`config.mk`:
```
export PLATFORM = sky130hd
export DESIGN_NAME = fepow
export DESIGN_NICKNAME = d
export VERILOG_FILES = /design/src/rtl/fepow.sv
export SDC_FILE = /design/constraint.sdc
export NUM_CORES = 2
export LEC_CHECK = 0
export BUFFER_PORTS_ARGS = -buffer_cell sky130_fd_sc_hd__buf_2
export CAP_MARGIN = 25
export CORE_AREA = 8 8 586 588
export CTS_BUF_LIST = sky130_fd_sc_hd__clkbuf_8
export CTS_CLUSTER_DIAMETER = 200
export DETAILED_ROUTE_END_ITERATION = 6
export DIE_AREA = 0 0 594 596
export GPL_ROUTABILITY_DRIVEN = 0
export PLACE_DENSITY = 0.32
export SETUP_SLACK_MARGIN = 0.02
export SYNTH_ARGS = -nofsm -noshare
export SYNTH_HDL_FRONTEND = slang
export SYNTH_SLANG_ARGS = --single-unit
```
`constraint.sdc`:
```
create_clock -name clock -period 4.1 [get_ports clock]
set_input_delay 0.41 -clock clock [delete_from_list [all_inputs] [get_ports clock]]
set_output_delay 0.41 -clock clock [all_outputs]
set_load 0.02 [all_outputs]
```
`src/rtl/fepow.sv`:
```
// fepow: base^exponent mod 2^255-19 by MSB-first square-and-multiply.
// Ports: clock/reset_n, start/base/exponent in, done/out result,
//   mul_start/mul_a/mul_b out to and mul_done/mul_out in from a field multiplier.
module fepow #(
    parameter int EXP_BITS = 255
) (
    input  logic                clock,
    input  logic                reset_n,
    input  logic                start,
    input  logic [254:0]        base,
    input  logic [EXP_BITS-1:0] exponent,
    output logic                done,
    output logic [254:0]        out,
    output logic                mul_start,
    output logic [254:0]        mul_a,
    output logic [254:0]        mul_b,
    input  logic                mul_done,
    input  logic [254:0]        mul_out
);

    localparam int IDX_W = (EXP_BITS > 1) ? $clog2(EXP_BITS) : 1;
    localparam logic [IDX_W-1:0] IDX_TOP = IDX_W'(EXP_BITS - 1);
    localparam logic [254:0] ONE = 255'd1;

    typedef enum logic [2:0] {
        IDLE,
        SQ_ISSUE,
        SQ_WAIT,
        MUL_ISSUE,
        MUL_WAIT,
        FINISH
    } state_t;

    state_t              r_state;
    state_t              w_state_nxt;
    logic [254:0]        r_base;
    logic [254:0]        r_acc;
    logic [254:0]        r_out;
    logic [254:0]        r_mul_a;
    logic [254:0]        r_mul_b;
    logic [EXP_BITS-1:0] r_exp;
    logic [IDX_W-1:0]    r_idx;
    logic                r_done;
    logic                r_md_q;

    logic                w_rise;
    logic                w_accept;
    logic                w_capture;
    logic                w_step;
    logic                w_finish;
    logic                w_op_load;
    logic [254:0]        w_op_a;
    logic [254:0]        w_op_b;

    // Only a fresh 0->1 transition counts; a level left high by the
    // previous product is still in r_md_q and is rejected.
    assign w_rise    = mul_done & ~r_md_q;
    assign w_finish  = w_step && (r_idx == '0);
    assign mul_start = (r_state == SQ_ISSUE) || (r_state == MUL_ISSUE);
    assign mul_a     = r_mul_a;
    assign mul_b     = r_mul_b;
    assign done      = r_done;
    assign out       = r_out;

    always_ff @(posedge clock or negedge reset_n) begin
        if (!reset_n) begin
            r_state <= IDLE;
        end else begin
            r_state <= w_state_nxt;
        end
    end

    // Operands are loaded on the edge entering an ISSUE state, so they
    // are already valid during the mul_start cycle and hold through WAIT.
    always_comb begin
        w_state_nxt = r_state;
        w_accept    = 1'b0;
        w_capture   = 1'b0;
        w_step      = 1'b0;
        w_op_load   = 1'b0;
        w_op_a      = mul_out;
        w_op_b      = mul_out;
        unique case (r_state)
            IDLE, FINISH: begin
                if (start) begin
                    w_accept    = 1'b1;
                    w_state_nxt = SQ_ISSUE;
                    w_op_load   = 1'b1;
                    w_op_a      = ONE;
                    w_op_b      = ONE;
                end
            end
            SQ_ISSUE: w_state_nxt = SQ_WAIT;
            SQ_WAIT: begin
                if (w_rise) begin
                    w_capture = 1'b1;
                    if (r_exp[r_idx]) begin
                        w_state_nxt = MUL_ISSUE;
                        w_op_load   = 1'b1;
                        w_op_b      = r_base;
                    end else begin
                        w_step = 1'b1;
                    end
                end
            end
            MUL_ISSUE: w_state_nxt = MUL_WAIT;
            MUL_WAIT: begin
                if (w_rise) begin
                    w_capture = 1'b1;
                    w_step    = 1'b1;
                end
            end
            default: w_state_nxt = IDLE;
        endcase
        if (w_step) begin
            if (r_idx == '0) begin
                w_state_nxt = FINISH;
            end else begin
                w_state_nxt = SQ_ISSUE;
                w_op_load   = 1'b1;
            end
        end
    end

    always_ff @(posedge clock or negedge reset_n) begin
        if (!reset_n) begin
            r_base  <= '0;
            r_exp   <= '0;
            r_acc   <= ONE;
            r_idx   <= '0;
            r_done  <= 1'b0;
            r_out   <= '0;
            r_mul_a <= '0;
            r_mul_b <= '0;
            r_md_q  <= 1'b0;
        end else begin
            r_md_q <= mul_done;
            if (w_accept) begin
                r_base <= base;
                r_exp  <= exponent;
                r_acc  <= ONE;
                r_idx  <= IDX_TOP;
                r_done <= 1'b0;
            end
            if (w_op_load) begin
                r_mul_a <= w_op_a;
                r_mul_b <= w_op_b;
            end
            if (w_capture) begin
                r_acc <= mul_out;
            end
            if (w_step && (r_idx != '0)) begin
                r_idx <= r_idx - 1'b1;
            end
            if (w_finish) begin
                r_out  <= mul_out;
                r_done <= 1'b1;
            end
        end
    end

endmodule

```
==> key figures <==
Outcome
  • Outcome: finished clean

STA
  • RSZ-0062 raised after global routing: no
  • Min Tclk post-route: approximately 3.8 ns
  • Clock skew: 0.1139 ns
  • Fmax: around 0.26 GHz
  • Worst-Margin Slew: 1.020 ns
  • Slew HR: 31.98%
  • Hold Vio Cnt, Final: 0
  • Setup TNS: 0 ns
  • Max Slew Vio Count: 0
  • Final period util: about 93%
  • Final setup fails: 0

Global route
  • Global Route Usage Sum: 16.20%
  • Overflow after GRT: 0
  • First-pass GRT wire length: 414.1 mm
  • Vias in the first global route: about 51000
  • Largest net degree at the start of global routing: 120
  • Initial antenna violation count: 94

Logic synthesis
  • Yosys reg bits: around 1300
  • Cells after synthesis: about 4900
  • Synth Area in Simple Gates: 15.51%
  • Post-Synth Adder-Cell Area: 0.04462%
  • Synthesized area per cell: 11.44 um^2
  • Async set or reset register ratio after synthesis: 100.0%
  • Syn Std Cell Area: 0.05608 mm^2
  • Synth Area in XOR/XNOR: 0.03123%
  • Post-synth EDFFs: 0
  • Mux cell area share after synthesis: 20.43%
  • Ys Warns: 0
  • Ys flop type: dfrtp_1
  • Syn_nets: 5675
  • Sequential area share after synthesis: 57.47%
  • Synth Area in Compound Gates: 3.150%
  • Largest family of logic cells by synthesized area: multiplexers
  • Netlist cell types: 61

Die
  • Die width: between 500 and 600 um
  • Die height: 596 um
  • Core box area: 0.3345 mm^2
  • Die area: 0.3540 mm^2
  • Top Ports: 1536
  • Starting density of the core: 16.77%
  • Floorplan row count: approximately 210

Critical path
  • CP Data Required Time: just under 5 ns
  • Crit Path Max Fanout: 19
  • Critical path's largest stage delay: 0.71 ns
  • Crit path DAT: 4.60 ns
  • Worst Setup Start Kind: register
  • Slowest stage cell on the critical path: dfrtp_4
  • Setup crit end kind: register
  • Critical path cell sequence: buf_4 > mux4_2 > mux4_2 > nand2b_1 > a41oi_2 > a32oi_4 > nand3_4 > and2_4 > buf_12 > buf_12 > buf_12 > mux2_1
  • Critical path class: register to register
  • Cell mode on critical path: buf_12

Finish
  • Final core occ: 24.86%
  • Filler cells: 35970
  • Most frequent cells in the layout: 1548 x nand2_1, 1534 x buf_2, 1285 x dfrtp_1, 802 x dlygate4sd3_1, 401 x mux2_4
  • Area Overhead vs Synth: 48.26%
  • Nets: 8161
  • Ratio of cells with drive above 1 in the final layout: about a third
  • Commonest non-fill, non-tap cell in the layout: nand2_1

Clock tree
  • Clock slew at reported path FFs: 0.06 ns
  • TritonCTS Buffers: 278
  • CTS Root Cell: clkbuf_8
  • CTS tree: done
  • H-tree depth: 5
  • Clock Latency Late Sink: about 1.0 ns
  • Longest Clk Path Bufs: 4
  • TritonCTS Sinks: 1288

Power
  • Net Sw Power: 25.59 mW
  • Flop pwr share: 34.3%
  • Clock power frac: 22.9%
  • Int Power: 36.16 mW
  • Gate power share: 42.8%
  • Max VDD drop: 0.3298 mV
  • Pwr Density: approximately 740 mW/mm^2
  • Sw Share: between 40% and 50%
  • Pleak: 44.01 nW

Route
  • Routed wire per std cell: 24.79 um
  • DRC: 0
  • DR vias: 46380
  • Drt first pass iters: 6
  • Via/cell ratio: between 3 and 4
  • Iteration-0 DRC Markers: 2634
  • Post-DRT Antenna Nets: 0
  • Final wirelength: 298.1 mm

Placement
  • Post-DP HPWL: 231.1 mm
  • I/O Buffers: between 1500 and 2000

Flow run
  • MaxCap Viol Count: 0

Worst hold path
  • Hold WC Path Type: primary input to register
-- Yosys cell counts, drive strengths merged (2+ instances only) --
cell | instances | area share, %
a221o | 2 | 0.036
ha | 2 | 0.045
a22oi | 9 | 0.13
mux2i | 289 | 5.2
nor3 | 3 | 0.027
or3 | 2 | 0.022
dfrtp | 1288 | 57
a32oi | 4 | 0.096
clkbuf | 190 | 1.3
mux4 | 57 | 2.3
o22ai | 3 | 0.033
o31a | 3 | 0.047
and2 | 258 | 2.9
and3 | 3 | 0.033
inv | 5 | 0.033
nor2b | 7 | 0.078
o21ai | 16 | 0.16
nor2 | 273 | 1.8
or2 | 2 | 0.022
a31oi | 3 | 0.033
mux2 | 513 | 13
buf | 122 | 2.1
a21oi | 266 | 2.4
nand3 | 8 | 0.094
nand2 | 1548 | 10
a221oi | 2 | 0.031
a22o | 2 | 0.031
nand2b | 8 | 0.089
-- per-layer routing --
metal	routed length (um)	up-vias	global-route usage [%]
li1	-	21190	-
met1	128500	23180	20.60
met2	142500	1606	27.33
met3	19550	370	4.381
met4	7240	32	3.815
met5	205	-	0
-- layout make-up --
type                            instances  area, um^2  share of cell area [%]
Timing Repair Buffer                 2518       17900                   21.52
Clock buffer                          327        4501                   5.413
Inverter                                5       18.77                 0.02257
Antenna cell                           40       100.1                  0.1204
Tap cell                             4407        5514                   6.631
Multi-Input combinational cell       3299       21980                   26.44
Clock inverter                        139       895.9                   1.077
Sequential cell                      1288       32240                   38.77
-- worst max-delay path: cells and delay by family (launching register included) --
kind	cells	cell delay, ns
AO/OA/AOI/OAI	2	0.39
buffers and inverters	4	0.76
flip-flops	1	0.71
multiplexers	3	1.13
AND/OR/NAND/NOR	3	0.52
-- power groups by stage --
stage | Sequential [mW] | Clock (mW) | Combinational (mW)
final | 21.2 | 14.2 | 26.4
after floorplan | 23.2 | 0 | 13.1
after detailed placement | 21.5 | 0 | 26.3
after CTS | 21.3 | 14.9 | 27.1
after global routing | 21.8 | 15.4 | 28.7
after global placement | 21.4 | 0 | 26.1
-- repair_timing --
| action | in CTS | in global routing |
|---|---|---|
| buffers inserted | 0 | 2 |
| endpoints found under the setup margin | 0 | 66 |
| gates resized for setup | 0 | 1 |
| hold endpoints to repair | 1382 | 0 |
| hold buffers | 802 | 0 |
-- logic make-up after synthesis --
kind of cell    after synthesis
simple gates               2117
flops                      1288
mux                         859
compound gates              319
buf+inv                     317
xor+xnor                      2
fa+ha+maj                     2
-- sequential cells by signal (all words and copies together), names as in the netlist --
register  cells
done          1
mul_a       255
mul_b       255
out         255
r_base      255
r_exp       255
r_idx         8
r_md_q        1
r_state       3
-- through the flow --
step	std cells	instance area [um^2]	setup slack [ns]	hold WS [ns]	power [mW]
after CTS	11980	83020	0.07250	0.0004300	63.25
final	12020	83150	0.2799	0.1591	61.75
after global placement	10710	69600	0.1741	0.4557	47.54
after detailed placement	10710	69600	0.1563	0.4584	47.80
after floorplan	4904	56080	1.107	0.1144	36.25
after global routing	12000	83100	0.1260	0.07138	65.91
-- final timing paths --
path | startpoint | endpoint | slack (ns) | cells past startpoint
max in group asynchronous | reset_n | out[159] | 2.02 | 4
min in group asynchronous | reset_n | out[34] | 0.59 | 3
setup / recovery | r_idx[1] | mul_a[31] | 0.28 | 12
hold / removal | exponent[98] | r_exp[98] | 0.16 | 4
hold reg to reg | r_exp[218] | r_exp[218] | 0.47 | 2
setup reg to reg | r_idx[1] | mul_a[31] | 0.28 | 12
Power figures use the tool's default switching activity.
